### config.mk
export PLATFORM = sky130hd
export DESIGN_NAME = mtr_pwm_drv
export DESIGN_NICKNAME = d
export VERILOG_FILES = /design/src/rtl/mtr_pkg.sv /design/src/rtl/pwm11_chan.sv /design/src/rtl/mtr_pwm_drv.sv
export SDC_FILE = /design/constraint.sdc
export NUM_CORES = 1
export LEC_CHECK = 0
export ABC_AREA = 1
export CORE_MARGIN = 2
export CORE_UTILIZATION = 61
export CTS_CLUSTER_SIZE = 40
export DETAILED_ROUTE_END_ITERATION = 10
export PLACE_DENSITY = 0.9
export SLEW_MARGIN = 0
export SYNTH_ARGS = -nofsm -noshare
export SYNTH_HDL_FRONTEND = slang
export SYNTH_HIERARCHICAL = 1
export SYNTH_SLANG_ARGS = --single-unit
### constraint.sdc
create_clock -name clk -period 4 [get_ports clk]
set_input_delay 1 -clock clk [delete_from_list [all_inputs] [get_ports clk]]
set_output_delay 1 -clock clk [all_outputs]
set_load 0.03 [all_outputs]
### src/rtl/mtr_pkg.sv
// -----------------------------------------------------------------------------
// mtr_pkg
// Shared constants, types and helpers for the motor PWM driver.
//   PWM_W          : width of the period counter, duty and speed commands
//   PWM_PERIOD     : clocks per PWM period (counter wraps at PWM_PERIOD-1)
//   DUTY_OFFSET    : offset that maps a signed speed onto an unsigned duty
//   NONOVERLAP_DEF : default dead time inserted before either side rises
//   CNT_LAST       : final counter value of a period (duty capture point)
//   spd_t          : signed speed command type
//   spd2duty()     : signed speed -> unsigned duty conversion
// -----------------------------------------------------------------------------
package mtr_pkg;

   localparam int PWM_W      = 11;
   localparam int PWM_PERIOD = 2048;

   localparam logic [PWM_W-1:0] DUTY_OFFSET    = 11'h400;
   localparam logic [PWM_W-1:0] NONOVERLAP_DEF = 11'h020;
   localparam logic [PWM_W-1:0] CNT_LAST       = PWM_W'(PWM_PERIOD - 1);

   typedef logic signed [PWM_W-1:0] spd_t;

   // Adding half scale modulo 2^PWM_W flips the MSB: -1024 -> 0,
   // 0 -> 1024 (50 %), +1023 -> 2047.
   function automatic logic [PWM_W-1:0] spd2duty(input spd_t spd);
      logic [PWM_W-1:0] duty_s;
      duty_s = $unsigned(spd) + DUTY_OFFSET;
      return duty_s;
   endfunction

endpackage

### src/rtl/pwm11_chan.sv
// -----------------------------------------------------------------------------
// pwm11_chan
// One H-bridge channel: double-buffered duty plus complementary,
// non-overlapping high/low-side PWM decode against the shared counter.
// Ports:
//   clk, rst_n : clock, asynchronous active-low reset
//   cnt        : shared free-running period counter
//   cap        : high in the last cycle of a period; loads the duty shadow
//   mtr_en     : output enable, low forces both outputs low (coast)
//   spd        : signed speed command (two's complement)
//   PWM1       : high-side drive, registered
//   PWM2       : low-side drive, registered
// -----------------------------------------------------------------------------
module pwm11_chan
   import mtr_pkg::*;
#(
   parameter logic [PWM_W-1:0] NONOVERLAP = NONOVERLAP_DEF
)
(
   input  logic             clk,
   input  logic             rst_n,
   input  logic [PWM_W-1:0] cnt,
   input  logic             cap,
   input  logic             mtr_en,
   input  logic [PWM_W-1:0] spd,
   output logic             PWM1,
   output logic             PWM2
);

   logic [PWM_W-1:0] duty_r;      // duty in force for the current period
   logic [PWM_W:0]   pwm2_thr_s;  // 12-bit low-side turn-on point
   logic             pwm1_s;
   logic             pwm2_s;

   // Duty shadow: only updated at the period boundary so a period never
   // sees a mix of two duties.
   always_ff @(posedge clk or negedge rst_n) begin
      if (!rst_n) begin
         duty_r <= DUTY_OFFSET;
      end else if (cap) begin
         duty_r <= spd2duty(spd_t'(spd));
      end else begin
         duty_r <= duty_r;
      end
   end

   // Next-state decode. The low-side threshold is kept 12 bits wide so a
   // duty near full scale pushes it past the counter range instead of
   // wrapping back to small values, which would overlap the high side.
   always_comb begin
      pwm2_thr_s = {1'b0, duty_r} + {1'b0, NONOVERLAP};
      pwm1_s     = 1'b0;
      pwm2_s     = 1'b0;
      if (mtr_en) begin
         pwm1_s = (cnt >= NONOVERLAP) && (cnt < duty_r);
         pwm2_s = ({1'b0, cnt} >= pwm2_thr_s);
      end else begin
         pwm1_s = 1'b0;
         pwm2_s = 1'b0;
      end
   end

   // Output flops: glitch-free gate drive, one clock behind the decode.
   always_ff @(posedge clk or negedge rst_n) begin
      if (!rst_n) begin
         PWM1 <= 1'b0;
         PWM2 <= 1'b0;
      end else begin
         PWM1 <= pwm1_s;
         PWM2 <= pwm2_s;
      end
   end

endmodule

### src/rtl/mtr_pwm_drv.sv
// -----------------------------------------------------------------------------
// mtr_pwm_drv
// Motor PWM driver: converts signed left/right speed commands into
// complementary, dead-time separated high/low-side PWM pairs for two
// H-bridges. Both channels share one phase-aligned 2048-clock period.
// Ports:
//   clk       : system clock
//   rst_n     : asynchronous reset, active-low
//   mtr_en    : low forces all four PWM outputs low (counter keeps running)
//   lft_spd   : signed left speed command, -1024..+1023
//   rght_spd  : signed right speed command, -1024..+1023
//   lftPWM1   : left high-side drive
//   lftPWM2   : left low-side drive
//   rghtPWM1  : right high-side drive
//   rghtPWM2  : right low-side drive
//   prd_strt  : one-clock pulse in the first cycle (cnt == 0) of each period
// -----------------------------------------------------------------------------
module mtr_pwm_drv
   import mtr_pkg::*;
#(
   parameter logic [PWM_W-1:0] NONOVERLAP = NONOVERLAP_DEF
)
(
   input  logic             clk,
   input  logic             rst_n,
   input  logic             mtr_en,
   input  logic [PWM_W-1:0] lft_spd,
   input  logic [PWM_W-1:0] rght_spd,
   output logic             lftPWM1,
   output logic             lftPWM2,
   output logic             rghtPWM1,
   output logic             rghtPWM2,
   output logic             prd_strt
);

   logic [PWM_W-1:0] cnt_r;
   logic             cap_s;

   // Last cycle of the period: channels capture their new duty here.
   assign cap_s = (cnt_r == CNT_LAST);

   // Free-running period counter; natural 11-bit wrap 2047 -> 0.
   always_ff @(posedge clk or negedge rst_n) begin
      if (!rst_n) begin
         cnt_r <= '0;
      end else begin
         cnt_r <= cnt_r + 11'd1;
      end
   end

   // Period-start strobe, registered from the capture cycle so it lines up
   // with cnt == 0 and stays quiet until the first wrap after reset.
   always_ff @(posedge clk or negedge rst_n) begin
      if (!rst_n) begin
         prd_strt <= 1'b0;
      end else begin
         prd_strt <= cap_s;
      end
   end

   pwm11_chan #(
      .NONOVERLAP (NONOVERLAP)
   ) u_lft_chan (
      .clk    (clk),
      .rst_n  (rst_n),
      .cnt    (cnt_r),
      .cap    (cap_s),
      .mtr_en (mtr_en),
      .spd    (lft_spd),
      .PWM1   (lftPWM1),
      .PWM2   (lftPWM2)
   );

   pwm11_chan #(
      .NONOVERLAP (NONOVERLAP)
   ) u_rght_chan (
      .clk    (clk),
      .rst_n  (rst_n),
      .cnt    (cnt_r),
      .cap    (cap_s),
      .mtr_en (mtr_en),
      .spd    (rght_spd),
      .PWM1   (rghtPWM1),
      .PWM2   (rghtPWM2)
   );

endmodule

==> run summary <==
The run finished with clean final reports. Sorting the synthesized cells by area gives the leading types as dfrtp_1 (34%), ha_1 (17%), nand2_1 (13%). In this run the static leakage power is 1.71 nW. The run gives 4150 µm as the placed wire-length estimate after detailed placement.

The remaining routing DRC violations is 0, and the floorplan die area is 0.00488 mm². The count of endpoints failing hold in the final timing report came out at 0. Class of the most critical hold timing path: flop to flop. Count of buffers added by post-CTS timing repair for setup: 0. Summing all flip-flop and latch instances after layout gives 953 µm². Traced cell by cell, the critical path runs through ha_1, nand2_2, nor2_4, nand2_1, nor2_2, buf_4, inv_1, nand2_1, nand2_1. Global routing finished with a remaining overflow of 0.

Input and output buffers added on the ports amount to 29. In this run the remaining antenna-violating nets after routing total 0. The power per cell area is 241 mW/mm². The first global-routing pass estimated 10400 µm of wire. The tools report the total global-route track usage as 26.2%.

The switching fraction of total power is 20.9%. The layout overhead on the synthesized area came out at 17.1%. At the end of routability-driven placement, the weighted congestion stood at 0.827. The logs give 156 µW for the net switching component of the power and 2 for the maximum root-to-sink buffer count. For the top-level port count, the log shows 30. After synthesis the cells add up to 0.00265 mm².

For the finished layout, the period the worst path requires is 2.31 ns. In this run, the number of DRC markers left after iteration 0 of detailed routing was 236. The tools report the category of the worst setup path capture point as a flop. Entering global routing, the biggest net connects 39 pins.

Setup repair after global routing left no endpoint under its margin. The delay of the slowest cell on the worst path came out at 0.55 ns. Summed over all instances, the cell type with the most area after synthesis is dfrtp_1.

The routed layout has 2364 vias. Across the routed clock network, the largest skew measured is 0.00749 ns. Of the cells placed in the final design, the portion with a size suffix greater than 1 is 7.92%. Before CTS, the worst setup slack after placement is 1.78 ns.

For the area taken by multi-input logic gates, the log shows 0.00147 mm². The logs give 64.8% for the initial core utilization and 43.5% for the clock network fraction of design power. In this run the worst path has a maximum fanout of 21. The mean cell area of the mapped netlist works out to 7.67 µm². Of the total power, registers draw 51.5%. The number of nets in the synthesized netlist is 407. Broken down by cell family, the worst path's largest delay share belongs to simple AND/OR/NAND/NOR gates.

Routed wire length: 5860 µm. The tools report the clock root buffer as clkbuf_8. Clock tree synthesis inserted a total of 5 buffers. In this run the number of H-tree levels came out at 2. For the via count of the first global-routing pass, the log shows 2440.

For this design, the CTS-stage hold fixing added 0 buffers. The logs give 0 for the number of max-cap violations and 288 for the fill cell total of the finished layout. Measured against its own limit, the worst slew margin works out to 42.8%. In this run the horizontal extent of the chip is 69.9 µm. The critical-path cell with the highest stage delay is nor2_2.

The share of the yosys chip area belonging to registers came out at 36.0%. The clock transition at the register clock pins on the worst setup and hold paths after CTS works out to 0.08 ns. Data arrives at the worst endpoint at 2.50 ns. In the final design database the tool counted 440 nets. The run gives 0 as the count of final max-slew check failures. Setup slack on the critical path of the routed design comes to 1.69 ns. Among the stages of the critical path, the cell type that occurs most often is nand2_1. The synthesized netlist contains 21 unique library cells. In the layout the commonest cells are nand2_1 (91), inv_1 (49), ha_1 (37), dfrtp_1 (36), nor2_1 (34). The number of sinks driven by the clock tree is 38, and the synthesis-stage register bit count is 38. For the number of antenna violations at the first check in global routing, the log shows 0. For this run, the top clock speed supported by timing is 0.432 GHz. At the pin with the least slew margin, the transition time is 0.858 ns. The run gives 6 as the count of warnings emitted by yosys. The critical path in this run is classified as flop to flop.

For the placement row count, the log shows 23. After floorplanning, the core was sized to cover 0.00409 mm². The tools report the final core utilization as 75.8%.

The worst setup path is launched from a flop. The top-area cell type share of the netlist area was 34.0%; the antenna cell count was 0. The clock latency of the later-clocked register in the worst-skew pair was 0.29 ns; the post-cts repair resize count was 0. The final cycle utilization of the critical path is 57.9%. VDD sags by at most 0.193 mV.

At the worst endpoint, the required time is 4.19 ns. Cell internal power was estimated by the tool at 591 µW. The design draws 748 µW. The detail-routed via count per cell works out to 5.51. TritonCTS built the clock tree. The total iterations of the first detailed-routing run was 4; the chip height was 69.9 µm.

The tools report the instance count of the mapped netlist as 345. For the final routed database, the setup TNS stands at 0 ns. Counting both buffers and inverters, the worst setup path holds a total of 2.

The average routed wire per standard cell came out at 13.7 µm. The run gives 5.0% as the part of the power in combinational logic. The library cell used most frequently in the layout, excluding fill and tap cells, is nand2_1. The run gives 0 as the total setup violations reported at the end of the flow.
## sequential cells by signal, indices dropped and copies added (netlist names)
register,cells
cnt_r,11
prd_strt,1
u_lft_chan/PWM1,1
u_lft_chan/PWM2,1
u_lft_chan/duty_r,11
u_rght_chan/PWM1,1
u_rght_chan/PWM2,1
u_rght_chan/duty_r,11
## cells in the mapped netlist (all sizes together)
library cell and n:
nand2 92, xnor2 2, o21ai 21, inv 57, a21o 2, nand3b 2, nand3 20, clkbuf 4
nand4 4, nor3 2, xor2 9, dfstp 2, a21oi 18, nor2 37, ha 37, dfrtp 36
## final timing paths
check,startpoint,to,slack (ns),cells past startpoint
worst max-delay path,cnt_r[0],u_rght_chan/duty_r[0],1.69,9
worst min-delay path,u_rght_chan/duty_r[0],u_rght_chan/duty_r[0],0.48,2
worst max register to register,cnt_r[0],u_rght_chan/duty_r[0],1.69,9
worst min register to register,u_rght_chan/duty_r[0],u_rght_chan/duty_r[0],0.48,2
max in group asynchronous,rst_n,cnt_r[9],2.65,1
min in group asynchronous,rst_n,u_rght_chan/duty_r[0],0.82,1
## layout make-up
type / count / share of cell area (%)
clock buffer: 5 / 2.22
tap: 50 / 2.02
timing repair buffer: 30 / 9.45
inverter: 57 / 6.91
sequential: 38 / 30.8
clock inverter: 3 / 1.29
multi-input combinational: 246 / 47.3
## metal layers
layer  vias to the layer above  GRT usage (%)  wire length [µm]
li1                       1154              -                 -
met1                      1102           31.7              2490
met2                        82           45.3              2920
met3                        26           5.92               290
met4                         0           10.5               163
met5                         -              0                 0
## power groups by stage
stage          registers [mW]  logic (mW)  clock network, mW
6_report                0.385      0.0376              0.325
5_1_grt                 0.385      0.0420              0.349
3_3_place_gp            0.393      0.0375                  0
3_5_place_dp            0.393      0.0381                  0
2_1_floorplan           0.395     0.00262                  0
4_1_cts                 0.385      0.0383              0.332
## per-stage QoR
stage,instances,cell area (µm²),hold slack [ns]
3_3_place_gp,421,2990,0.475
6_report,429,3100,0.484
2_1_floorplan,345,2650,0.446
3_5_place_dp,421,2990,0.474
4_1_cts,429,3100,0.492
5_1_grt,429,3100,0.507
## tightest hold or removal path, stage by stage, from the launching register on
cell and delay, ns:
dfrtp_1 0.35, nand2_1 0.05, nand2_1 0.05
## logic make-up after synthesis
logic type	count (synthesis)	synth area share, %
xor gates and xnor gates	11	3.64
AOI/OAI and AO/OA	41	7.94
buffers and inverters	61	8.65
adders and majority gates	37	17.5
and+or+nand+nor	157	26.2
DFF	38	36.0
Power figures use the tool's default switching activity.
